===== config.mk =====
export PLATFORM = sky130hd
export DESIGN_NAME = timer_loader
export DESIGN_NICKNAME = d
export VERILOG_FILES = /design/src/rtl/timer_loader.sv
export SDC_FILE = /design/constraint.sdc
export NUM_CORES = 1
export LEC_CHECK = 0
export CORE_MARGIN = 4
export CORE_UTILIZATION = 39
export DETAILED_ROUTE_END_ITERATION = 6
export PLACE_DENSITY_LB_ADDON = 0.25
export SLEW_MARGIN = 10
export SYNTH_ARGS = -nofsm -noshare
export SYNTH_HDL_FRONTEND = slang
export SYNTH_SLANG_ARGS = --single-unit

===== constraint.sdc =====
create_clock -name clock -period 1.65 [get_ports clock]
set_clock_uncertainty 0.1 [all_clocks]
set_input_delay 0.2475 -clock clock [delete_from_list [all_inputs] [get_ports clock]]
set_output_delay 0.2475 -clock clock [all_outputs]
set_load 0.01 [all_outputs]

===== src/rtl/timer_loader.sv =====
// timer_loader: keypad entry, validation and load/run sequencing for the
// BCD countdown chain. Optional buzzer phase when TIMER_BEEP_EN is defined.
// Ports: clock, reset (async, high); key_valid, key_digit, start_key,
// clear_key, tick_1hz, timer_zero in; load_number, loadn, count_enable,
// running, done, err, beep out. count_enable is the only combinational out.
module timer_loader #(
  parameter int         DIGITS       = 4,
  parameter logic [3:0] SEC_TENS_MAX = 4'd5
) (
  input  logic                  clock,
  input  logic                  reset,
  input  logic                  key_valid,
  input  logic [3:0]            key_digit,
  input  logic                  start_key,
  input  logic                  clear_key,
  input  logic                  tick_1hz,
  input  logic                  timer_zero,
  output logic [4*DIGITS-1:0]   load_number,
  output logic                  loadn,
  output logic                  count_enable,
  output logic                  running,
  output logic                  done,
  output logic                  err,
  output logic                  beep
);

  typedef enum logic [2:0] {
    IDLE, LOAD, ARM, RUN, DONE
  } state_t;

  state_t state, next;
  logic   start_ok;
  logic   reject;
  logic   beep_last;

  assign start_ok = (load_number != '0) &&
                    (load_number[7:4] <= SEC_TENS_MAX);

`ifdef TIMER_BEEP_EN
  logic [1:0] beep_ticks;

  // Third tick seen while in DONE ends the buzzer phase.
  assign beep_last = tick_1hz && (beep_ticks == 2'd2);

  always_ff @(posedge clock or posedge reset) begin
    if (reset) begin
      beep       <= 1'b0;
      beep_ticks <= '0;
    end else begin
      beep <= (next == DONE);
      if (state == DONE)
        beep_ticks <= beep_ticks + {1'b0, tick_1hz};
      else
        beep_ticks <= '0;
    end
  end
`else
  assign beep_last = 1'b0;
  assign beep      = 1'b0;
`endif

  always_comb begin
    next         = state;
    reject       = 1'b0;
    count_enable = 1'b0;
    unique case (state)
      IDLE: begin
        if (start_key && !clear_key) begin
          if (start_ok) next = LOAD;
          else          reject = 1'b1;
        end
      end
      LOAD: next = ARM;
      ARM:  next = RUN;
      RUN: begin
        // Gated in RUN only, so it can never overlap loadn low.
        count_enable = tick_1hz && !timer_zero;
        if (clear_key)       next = IDLE;
        else if (timer_zero) next = DONE;
      end
      DONE: begin
        if (clear_key || key_valid) next = IDLE;
        else if (beep_last)         next = IDLE;
      end
      default: next = IDLE;
    endcase
  end

  always_ff @(posedge clock or posedge reset) begin
    if (reset) begin
      state       <= IDLE;
      load_number <= '0;
      loadn       <= 1'b1;
      running     <= 1'b0;
      done        <= 1'b0;
      err         <= 1'b0;
    end else begin
      state   <= next;
      loadn   <= (next != LOAD);
      running <= (next == RUN);
      done    <= (next == DONE);
      err     <= reject;
      if (state == IDLE) begin
        if (clear_key)
          load_number <= '0;
        else if (key_valid && key_digit <= 4'd9)
          load_number <= {load_number[4*DIGITS-5:0], key_digit};
      end
    end
  end

endmodule


-- Yosys cells after proc, flatten, opt, wreduce, memory -nomap -nowiden
Index checks and enable logic that the tools add are counted.
- reductions and logical operators: 11
- multiplexer cells: 12
- eq/ne operators: 7
- magnitude comparators: 2
- operators with widths (cell ; number):
    $mux 16 ; 2
    $reduce_bool 16->1 ; 1
    $mux 3 ; 5
    $pmux 3 s5 ; 1
    $eq 3x2->1 const B ; 3
    $eq 3x3->1 const B ; 2
    $le 4x3->1 const B ; 1
    $le 4x4->1 const B ; 1
    $logic_and 1x1->1 ; 4
    $mux 1 ; 4
    $eq 3x1->1 const B ; 1
    $logic_not 3->1 ; 1
    $ne 3x1->1 const B ; 1
    $logic_not 1->1 ; 2
    $reduce_and 2->1 ; 1
    $reduce_bool 2->1 ; 1
    $logic_or 1x1->1 ; 1
- output and inout bits: 22
- bits in registers: 23
- logic and storage cells: 38

-- Depth between registers and ports, before layout
Gate-level depths: netlist (run 1).
- depth in word-level cells: 6
- gate-level depth with buffers: 6

-- Least setup slack after synthesis (run 1)
Ideal clock, no wire load.
- path kind: flip-flop to flip-flop
- start point: register state[2]
- end point: register load_number[10]
- arrival time: 1.416 ns
- cell stages (with the launch flop): 6
- setup slack: 0.013 ns
- period minus slack after synthesis: 1.637 ns
- buffers on the path: 2
- cells stage by stage: dfrtp_1 or3_4 or2_1 buf_6 buf_8 a22o_1
- cells in the longest elaborated chain, start to end: 2
- ends and longest elaborated chain (what ; RTL line ; RTL):
    start, declared ; 31 ; state_t state, next;
    start signal, assigned ; 98 ; state <= next;
    $logic_not 3->1 ; 103 ; if (state == IDLE) begin
    $reduce_and 2->1 (no line) ; n/a ;
    end signal, assigned ; 107 ; load_number <= {load_number[4*DIGITS-5:0], key_digit};
    end, declared ; 18 ; output logic [4*DIGITS-1:0] load_number,
No other way between the ends.
A chain may end at the register's enable or synchronous reset.

-- Final worst setup path (run 1)
- start point: register load_number[8]
- end point: output load_number[8]
No word-level cell between the ends.

==> impl_results.html, run 1 <==
<table>
<tr><th>Metric</th><th>Value</th></tr>
<tr><th colspan="2">Route</th></tr>
<tr><td>Detailed-route vias per instance</td><td>5.237</td></tr>
<tr><td>Final routed wire length divided by cell count</td><td>14.99 um</td></tr>
<tr><td>Number of violations reported at the end of detailed-routing iteration 0</td><td>13</td></tr>
<tr><td>Post-route ant nets</td><td>0</td></tr>
<tr><td>Total Wirelength</td><td>2278 um</td></tr>
<tr><td>First-pass DRT Iterations</td><td>4</td></tr>
<tr><td>Vias post-DR</td><td>796</td></tr>
<tr><td>DRC viols</td><td>0</td></tr>
<tr><th colspan="2">GRT</th></tr>
<tr><td>Final global-route overflow total</td><td>0</td></tr>
<tr><td>Global-route wire length before repair</td><td>3629 um</td></tr>
<tr><td>Combined global-route utilization of all metal layers</td><td>14.19%</td></tr>
<tr><td>Pin count of the biggest net entering global routing</td><td>24</td></tr>
<tr><td>Antenna violations before repair</td><td>0</td></tr>
<tr><td>Vias in the first global route</td><td>794</td></tr>
<tr><th colspan="2">Synthesis</th></tr>
<tr><td>Sequential area share after synthesis</td><td>60.03%</td></tr>
<tr><td>Post-synthesis share of cell area spent on xor and xnor gates</td><td>0%</td></tr>
<tr><td>Post-Synthesis Cells</td><td>73</td></tr>
<tr><td>Simple-gate portion of the synthesized area</td><td>12.76%</td></tr>
<tr><td>Synthesized area per cell</td><td>13.16 um2</td></tr>
<tr><td>Distinct cell type count after synthesis</td><td>26</td></tr>
<tr><td>Summed instance area of the synthesized netlist</td><td>960.9 um2</td></tr>
<tr><td>Dominant combinational cell family by area after synthesis</td><td>compound AO/OA/AOI/OAI gates</td></tr>
<tr><td>Ys Warns</td><td>0</td></tr>
<tr><td>Synth Area in Compound Gates</td><td>20.18%</td></tr>
<tr><td>Syn Nets</td><td>84</td></tr>
<tr><td>Post-synthesis register bit count</td><td>23</td></tr>
<tr><td>Mux share of post-synthesis cell area</td><td>0%</td></tr>
<tr><td>Adder-Cell Fraction of Synth Area</td><td>0%</td></tr>
<tr><th colspan="2">Place</th></tr>
<tr><td>Final estimated routing congestion in global placement</td><td>0.7698</td></tr>
<tr><td>Pre-CTS worst setup slack</td><td>-0.2318 ns</td></tr>
<tr><td>Port Buffer Count</td><td>31</td></tr>
<tr><td>Dpl hpwl</td><td>1503 um</td></tr>
<tr><td>Post-DP Area</td><td>0.001311 mm2</td></tr>
<tr><td>Cell count after placement</td><td>134</td></tr>
<tr><th colspan="2">Final layout</th></tr>
<tr><td>Net count, final</td><td>136</td></tr>
<tr><td>Share of post-route cells with drive strength above 1</td><td>30.65%</td></tr>
<tr><td>Non-Filler Instances</td><td>152</td></tr>
<tr><td>Leading cell types in the layout, fill and taps excluded</td><td>sky130_fd_sc_hd__clkdlybuf4s50_1 (26), sky130_fd_sc_hd__dfrtp_1 (22), sky130_fd_sc_hd__buf_4 (20), sky130_fd_sc_hd__a22o_1 (10), sky130_fd_sc_hd__a22o_2 (6)</td></tr>
<tr><td>Diode count</td><td>0</td></tr>
<tr><td>Area growth from synthesis to final layout</td><td>51.04%</td></tr>
<tr><td>Most frequent standard cell in the layout excluding fill and tap cells</td><td>sky130_fd_sc_hd__clkdlybuf4s50_1</td></tr>
<tr><td>Final instance area</td><td>0.001451 mm2</td></tr>
<tr><td>Core Util, Final</td><td>63.77%</td></tr>
<tr><th colspan="2">Timing</th></tr>
<tr><td>Fmax</td><td>626.0 MHz</td></tr>
<tr><td>Final setup vio count</td><td>0</td></tr>
<tr><td>Post-route fraction of the period consumed by the critical path</td><td>96.82%</td></tr>
<tr><td>Final period demand of the worst path</td><td>1.597 ns</td></tr>
<tr><td>Worst Slack Setup Final</td><td>0.05255 ns</td></tr>
<tr><td>Number of pins exceeding their max-slew limit in the final report</td><td>0</td></tr>
<tr><td>Final Hold Viols</td><td>0</td></tr>
<tr><td>Unrepaired setup endpoints after global routing</td><td>no</td></tr>
<tr><th colspan="2">Power</th></tr>
<tr><td>Part of the power in combinational logic</td><td>46.1%</td></tr>
<tr><td>Largest vdd supply drop</td><td>0.0008390 V</td></tr>
<tr><td>Portion of total power attributed to the clock network</td><td>13.1%</td></tr>
<tr><td>Pwr Total</td><td>1896 uW</td></tr>
<tr><td>Total power divided by cell area</td><td>1307 mW/mm2</td></tr>
<tr><td>Leakage</td><td>0.0007258 uW</td></tr>
<tr><td>Net switching fraction of the power</td><td>32.51%</td></tr>
<tr><td>Internal Pwr Total</td><td>1280 uW</td></tr>
<tr><td>Sw Pwr</td><td>616.5 uW</td></tr>
<tr><td>Reg power frac</td><td>40.8%</td></tr>
<tr><th colspan="2">Critical path</th></tr>
<tr><td>CP Capture Point</td><td>load_number[8]</td></tr>
<tr><td>Total stage count of the critical path</td><td>1</td></tr>
<tr><td>List of cells traversed by the critical path</td><td>clkdlybuf4s50_1</td></tr>
<tr><td>FF-to-FF End</td><td>load_number[1]</td></tr>
<tr><td>Setup slack of the worst register-to-register path</td><td>0.08 ns</td></tr>
<tr><td>CP Buf/Inv Count</td><td>1</td></tr>
<tr><td>Endpoint class of the critical path</td><td>output port</td></tr>
<tr><td>Cell count of the worst reg-to-reg path</td><td>4</td></tr>
<tr><td>Critical setup path kind</td><td>reg -&gt; out</td></tr>
<tr><td>WP data required</td><td>1.30 ns</td></tr>
<tr><td>Launching point of the worst reg2reg path</td><td>state[2]</td></tr>
<tr><td>Beginning of the critical path</td><td>load_number[8]</td></tr>
<tr><td>Max Fanout on Critical Path</td><td>3</td></tr>
<tr><td>Crit-path max cell delay</td><td>0.55 ns</td></tr>
<tr><td>Launching element type of the critical path</td><td>flop</td></tr>
<tr><td>Arrival time at the worst endpoint</td><td>1.25 ns</td></tr>
<tr><td>Library cell contributing the largest single delay on the critical path</td><td>sky130_fd_sc_hd__clkdlybuf4s50_1</td></tr>
<tr><td>Critical path's top delay family</td><td>buffers and inverters</td></tr>
<tr><th colspan="2">Floorplan</th></tr>
<tr><td>Initial Util</td><td>42.22%</td></tr>
<tr><td>Placeable core region</td><td>0.002276 mm2</td></tr>
<tr><td>Top-Level Pins</td><td>33</td></tr>
<tr><td>DIE HEIGHT</td><td>57.64 um</td></tr>
<tr><td>Number of placement rows</td><td>17</td></tr>
<tr><td>Die area</td><td>0.003322 mm2</td></tr>
<tr><td>Width of the die</td><td>57.64 um</td></tr>
<tr><th colspan="2">Clock network</th></tr>
<tr><td>Cts bufs inserted</td><td>3</td></tr>
<tr><td>Clock tree from TritonCTS</td><td>built</td></tr>
<tr><td>Count of hold buffers inserted by post-cts repair</td><td>0</td></tr>
<tr><td>Clock net sink count</td><td>23</td></tr>
<tr><td>Clock latency of the later-clocked register in the worst-skew pair</td><td>0.30 ns</td></tr>
<tr><td>Maximum number of buffers from clock root to sink</td><td>2</td></tr>
<tr><td>Maximum level of the CTS H-tree</td><td>1</td></tr>
<tr><td>Buffer cell driving the clock tree root</td><td>sky130_fd_sc_hd__clkbuf_4</td></tr>
<tr><td>Clock transition time at the flip-flop clock pins of the worst setup and hold paths</td><td>0.12 ns</td></tr>
<tr><th colspan="2">Min path</th></tr>
<tr><td>Worst Hold Class</td><td>in -&gt; async</td></tr>
<tr><th colspan="2">Run status</th></tr>
<tr><td>Status</td><td>completed</td></tr>
<tr><th colspan="2">Flow run</th></tr>
<tr><td>Max Cap Viol</td><td>0</td></tr>
</table>
==> Yosys cell counts <==
| cell | instances | area (um2) |
|---|---|---|
| sky130_fd_sc_hd__dfrtp_1 | 22 | 550.5 |
| sky130_fd_sc_hd__a22o_1 | 10 | 87.58 |
| sky130_fd_sc_hd__a22o_2 | 6 | 60.06 |
| sky130_fd_sc_hd__nor2_1 | 4 | 15.01 |
| sky130_fd_sc_hd__nor4_1 | 4 | 25.02 |
| sky130_fd_sc_hd__a21oi_1 | 3 | 15.01 |
| sky130_fd_sc_hd__buf_6 | 2 | 22.52 |
| sky130_fd_sc_hd__buf_8 | 2 | 30.03 |
| sky130_fd_sc_hd__nand4_1 | 2 | 12.51 |
| sky130_fd_sc_hd__o21ai_0 | 2 | 10.01 |
| sky130_fd_sc_hd__a211oi_1 | 1 | 7.510 |
| sky130_fd_sc_hd__a31oi_1 | 1 | 6.260 |
| sky130_fd_sc_hd__and2b_2 | 1 | 8.760 |
| sky130_fd_sc_hd__and3_1 | 1 | 6.260 |
| sky130_fd_sc_hd__and4b_1 | 1 | 10.01 |
| sky130_fd_sc_hd__buf_4 | 1 | 7.510 |
| sky130_fd_sc_hd__conb_1 | 1 | 3.750 |
| sky130_fd_sc_hd__dfstp_2 | 1 | 26.28 |
| sky130_fd_sc_hd__inv_1 | 1 | 3.750 |
| sky130_fd_sc_hd__nand2_1 | 1 | 3.750 |
| sky130_fd_sc_hd__nor2_2 | 1 | 6.260 |
| sky130_fd_sc_hd__nor4b_1 | 1 | 8.760 |
| sky130_fd_sc_hd__o21a_1 | 1 | 7.510 |
| sky130_fd_sc_hd__or2_1 | 1 | 6.260 |
| sky130_fd_sc_hd__or2b_2 | 1 | 8.760 |
| sky130_fd_sc_hd__or3_4 | 1 | 11.26 |
==> sequential cells by signal, indices dropped and copies added (netlist names) <==
register	cells
load_number	16
state	3
done	1
err	1
loadn	1
running	1
==> kinds of logic (layout without fill, tap and decap cells) <==
logic type | after synthesis | count (layout)
AND/OR/NAND/NOR | 19 | 19
AO/OA/AOI/OAI | 24 | 24
flip-flops | 23 | 23
other | 1 | 1
buffers and inverters | 6 | 57
==> worst register-to-register path: cells and delay by family, from the launching register on <==
| kind | cells | cell delay [ns] |
|---|---|---|
| compound gates | 1 | 0.19 |
| flops | 1 | 0.41 |
| simple gates | 3 | 0.82 |
==> through the flow <==
stage	setup TNS (ns)	hold slack [ns]
6_report	0	0.1559
2_1_floorplan	0	0.1487
4_1_cts	0	0.1579
3_5_place_dp	-3.457	0.4215
3_3_place_gp	-3.026	0.4163
5_1_grt	0	0.1634
==> layout make-up <==
type	instances	area, um2
clock buffers	4	26.28
fillers	192	824.5
inverters	1	3.754
multi-input cells	44	327.8
flip-flops and latches	23	576.8
well taps	28	35.03
repair buffers	52	481.7
==> layer usage <==
metal | global-route usage [%] | up-vias | routed length [um]
li1 | - | 377 | -
met1 | 19.12 | 385 | 1048
met2 | 20.81 | 32 | 1029
met3 | 4.677 | 2 | 180
met4 | 6.291 | 0 | 19
met5 | 0 | - | 0
==> power by group through the flow <==
stage	registers (uW)	logic [uW]	clock network [uW]
floorplan	854	368	0
global placement	813	716	0
detailed placement	815	733	0
CTS	789	801	256
global route	789	955	278
finish	774	873	249
==> worst min path at each step <==
stage                                 end  slack (ns)  depth (start not counted)
after floorplan                      done        0.15                          1
after global placement    load_number[12]        0.42                          1
after detailed placement  load_number[12]        0.42                          1
after CTS                  load_number[9]        0.16                          3
after global routing              running        0.16                          3
final                             running        0.16                          3
==> timing repair <==
action	in CTS	in global routing
pin swaps	0	0
setup buffers	4	10
gates resized for setup	9	3
setup endpoints to repair	22	10
hold endpoints to repair	0	0
No activity file was read; power rests on OpenSTA's default activity.
==> run 2: changes to the inputs <==
CORE_MARGIN = default   (was 4)
==> run 2 against run 1 <==
- register-to-register slack worse by 0.04 ns
- sequential power hardly changed
- first-iteration DRC count is 23% lower
- design area is 1.8% higher
- die area is 20% lower
- critical endpoint is now load_number[1]
- global-route usage is 4.3 points higher
- critical path depth stayed put
- combinational power is 5.0% higher
- cell count is 1.3% higher
==> impl_results.html, run 2 (synthesized netlist as in run 1, its figures left out) <==
<table>
<tr><th>Metric</th><th>Value</th></tr>
<tr><th colspan="2">Final layout</th></tr>
<tr><td>Final instance area</td><td>0.001478 mm2 (+1.8%)</td></tr>
<tr><td>Area growth from synthesis to final layout</td><td>53.78%</td></tr>
<tr><td>Net count, final</td><td>138 (+1.5%)</td></tr>
<tr><td>Largest reg by FF count</td><td>load_number</td></tr>
<tr><td>Diode count</td><td>0 (unchanged)</td></tr>
<tr><td>Core Util, Final</td><td>64.93% (+1.2 points)</td></tr>
<tr><td>Non-Filler Instances</td><td>154 (+1.3%)</td></tr>
<tr><td>Share of post-route cells with drive strength above 1</td><td>33.33% (+2.7 points)</td></tr>
<tr><td>Max reg flops</td><td>16 (unchanged)</td></tr>
<tr><td>Biggest registers after layout</td><td>load_number: 16 flops, state: 3 flops</td></tr>
<tr><td>Leading cell types in the layout, fill and taps excluded</td><td>sky130_fd_sc_hd__clkdlybuf4s50_1 (26), sky130_fd_sc_hd__dfrtp_1 (22), sky130_fd_sc_hd__buf_4 (21), sky130_fd_sc_hd__a22o_1 (10), sky130_fd_sc_hd__a22o_2 (6)</td></tr>
<tr><td>Most frequent standard cell in the layout excluding fill and tap cells</td><td>sky130_fd_sc_hd__clkdlybuf4s50_1</td></tr>
<tr><th colspan="2">Floorplan</th></tr>
<tr><td>DIE HEIGHT</td><td>51.64 um (-10%)</td></tr>
<tr><td>Die area</td><td>0.002666 mm2 (-20%)</td></tr>
<tr><td>Top-Level Pins</td><td>33 (unchanged)</td></tr>
<tr><td>Width of the die</td><td>51.64 um (-10%)</td></tr>
<tr><td>Number of placement rows</td><td>17 (unchanged)</td></tr>
<tr><td>Initial Util</td><td>42.22% (unchanged)</td></tr>
<tr><td>Placeable core region</td><td>0.002276 mm2 (unchanged)</td></tr>
<tr><th colspan="2">Route</th></tr>
<tr><td>Detailed-route vias per instance</td><td>5.370 (+2.5%)</td></tr>
<tr><td>Post-route ant nets</td><td>0 (unchanged)</td></tr>
<tr><td>Vias post-DR</td><td>827 (+3.9%)</td></tr>
<tr><td>Total Wirelength</td><td>2234 um (-1.9%)</td></tr>
<tr><td>DRC viols</td><td>0 (unchanged)</td></tr>
<tr><td>First-pass DRT Iterations</td><td>4 (unchanged)</td></tr>
<tr><td>Number of violations reported at the end of detailed-routing iteration 0</td><td>10 (-3)</td></tr>
<tr><td>Final routed wire length divided by cell count</td><td>14.51 um (-3.2%)</td></tr>
<tr><th colspan="2">Critical path</th></tr>
<tr><td>WP data required</td><td>1.30 ns (about the same)</td></tr>
<tr><td>Critical path's top delay family</td><td>buffers and inverters</td></tr>
<tr><td>Library cell contributing the largest single delay on the critical path</td><td>sky130_fd_sc_hd__clkdlybuf4s50_1</td></tr>
<tr><td>Arrival time at the worst endpoint</td><td>1.27 ns (+0.02 ns)</td></tr>
<tr><td>Launching point of the worst reg2reg path</td><td>state[2]</td></tr>
<tr><td>Setup slack of the worst register-to-register path</td><td>0.04 ns (-0.04 ns)</td></tr>
<tr><td>Crit-path max cell delay</td><td>0.56 ns (about the same)</td></tr>
<tr><td>Launching element type of the critical path</td><td>flop</td></tr>
<tr><td>Max Fanout on Critical Path</td><td>2 (-1)</td></tr>
<tr><td>CP Buf/Inv Count</td><td>1 (unchanged)</td></tr>
<tr><td>Cell count of the worst reg-to-reg path</td><td>4 (unchanged)</td></tr>
<tr><td>Endpoint class of the critical path</td><td>output port</td></tr>
<tr><td>Critical setup path kind</td><td>reg -&gt; out</td></tr>
<tr><td>List of cells traversed by the critical path</td><td>clkdlybuf4s50_1</td></tr>
<tr><td>FF-to-FF End</td><td>load_number[5]</td></tr>
<tr><td>Total stage count of the critical path</td><td>1 (unchanged)</td></tr>
<tr><th colspan="2">GRT</th></tr>
<tr><td>Pin count of the biggest net entering global routing</td><td>24 (unchanged)</td></tr>
<tr><td>Antenna violations before repair</td><td>0 (unchanged)</td></tr>
<tr><td>Global-route wire length before repair</td><td>3463 um (-4.6%)</td></tr>
<tr><td>Final global-route overflow total</td><td>0 (unchanged)</td></tr>
<tr><td>Vias in the first global route</td><td>750 (-5.5%)</td></tr>
<tr><td>Combined global-route utilization of all metal layers</td><td>18.48% (+4.3 points)</td></tr>
<tr><th colspan="2">Timing</th></tr>
<tr><td>Final total negative setup slack</td><td>0 ns (unchanged)</td></tr>
<tr><td>Final Hold Viols</td><td>0 (unchanged)</td></tr>
<tr><td>Post-route fraction of the period consumed by the critical path</td><td>97.92% (+1.1 points)</td></tr>
<tr><td>Final period demand of the worst path</td><td>1.616 ns (+0.01816 ns)</td></tr>
<tr><td>Final setup vio count</td><td>0 (unchanged)</td></tr>
<tr><td>Fmax</td><td>619.0 MHz (-1.1%)</td></tr>
<tr><td>Unrepaired setup endpoints after global routing</td><td>no</td></tr>
<tr><td>Number of pins exceeding their max-slew limit in the final report</td><td>0 (unchanged)</td></tr>
<tr><th colspan="2">Clock network</th></tr>
<tr><td>Cts bufs inserted</td><td>3 (unchanged)</td></tr>
<tr><td>Clock tree from TritonCTS</td><td>built</td></tr>
<tr><td>Clock net sink count</td><td>23 (unchanged)</td></tr>
<tr><td>Clock transition time at the flip-flop clock pins of the worst setup and hold paths</td><td>0.13 ns (about the same)</td></tr>
<tr><td>Clock latency of the later-clocked register in the worst-skew pair</td><td>0.33 ns (+0.03 ns)</td></tr>
<tr><td>Count of hold buffers inserted by post-cts repair</td><td>0 (unchanged)</td></tr>
<tr><td>Maximum number of buffers from clock root to sink</td><td>2 (unchanged)</td></tr>
<tr><td>Maximum level of the CTS H-tree</td><td>1 (unchanged)</td></tr>
<tr><td>Buffer cell driving the clock tree root</td><td>sky130_fd_sc_hd__clkbuf_4</td></tr>
<tr><th colspan="2">Place</th></tr>
<tr><td>Cell count after placement</td><td>136 (+1.5%)</td></tr>
<tr><td>Final estimated routing congestion in global placement</td><td>0.7952 (+3.3%)</td></tr>
<tr><td>Port Buffer Count</td><td>31 (unchanged)</td></tr>
<tr><td>Post-DP Area</td><td>0.001326 mm2 (+1.1%)</td></tr>
<tr><th colspan="2">Flow run</th></tr>
<tr><td>Max Cap Viol</td><td>0 (unchanged)</td></tr>
<tr><th colspan="2">Power</th></tr>
<tr><td>Total power divided by cell area</td><td>1323 mW/mm2 (+1.3%)</td></tr>
<tr><td>Leakage</td><td>0.0007409 uW (+2.1%)</td></tr>
<tr><td>Largest vdd supply drop</td><td>0.0007653 V (-8.8%)</td></tr>
<tr><th colspan="2">Run status</th></tr>
<tr><td>Status</td><td>completed</td></tr>
<tr><th colspan="2">Min path</th></tr>
<tr><td>Worst Hold Class</td><td>in -&gt; async</td></tr>
</table>
-- run 2: changes by cell type in the layout (fill, tap and decap cells not counted), sizes merged --
cell and change:
clkinv +1, buf +2, clkbuf -1
-- run 2: how the worst max path moves through the flow --
stage | from | to
floorplan | state[2] | load_number[10]
global placement | key_digit[2] | load_number[8]
detailed placement | key_digit[2] | load_number[4]
CTS | load_number[10] | load_number[10]
global route | load_number[7] | load_number[7]
finish | load_number[1] | load_number[1]
-- run 2: routing by layer --
| metal | vias up | track usage [%] | routed length (um) |
|---|---|---|---|
| met5 | - | 0 | 0 |
| met2 | 32 | 25.54 | 1017 |
| met3 | 7 | 3.801 | 116 |
| li1 | 382 | - | - |
| met1 | 406 | 25.95 | 1022 |
| met4 | 0 | 12.16 | 77 |
-- run 2: per-stage QoR --
step           total power, uW  setup slack [ns]  hold slack [ns]
4_1_cts                   1898         0.0003133           0.1520
3_3_place_gp              1553           -0.2142           0.4186
6_report                  1955           0.03439           0.1290
2_1_floorplan             1222           0.01274           0.1487
3_5_place_dp              1564           -0.2195           0.4128
5_1_grt                   2066          0.005544           0.1465
-- run 2: timing repair --
item | CTS | global route
pin swaps | 0 | 1
buffers inserted | 8 | 6
resized for setup | 6 | 7
setup endpoints to repair | 26 | 26
gates cloned | 0 | 0
-- run 2: report_power, final --
| part | switching [uW] | internal (uW) | total [uW] |
|---|---|---|---|
| sequential | 80.1 | 691 | 772 |
| combinational | 393 | 524 | 917 |
| clock | 175 | 91.0 | 266 |
| total | 649 | 1310 | 1960 |
-- run 2: area by class of cell --
| class | instances | area, um2 |
|---|---|---|
| Sequential cell | 23 | 576.8 |
| Multi-Input combinational cell | 44 | 334.1 |
| Clock buffer | 3 | 22.52 |
| Inverter | 1 | 3.754 |
| Tap cell | 28 | 35.03 |
| Timing Repair Buffer | 54 | 500.5 |
| Clock inverter | 1 | 5.005 |
| Fill cell | 184 | 798.3 |
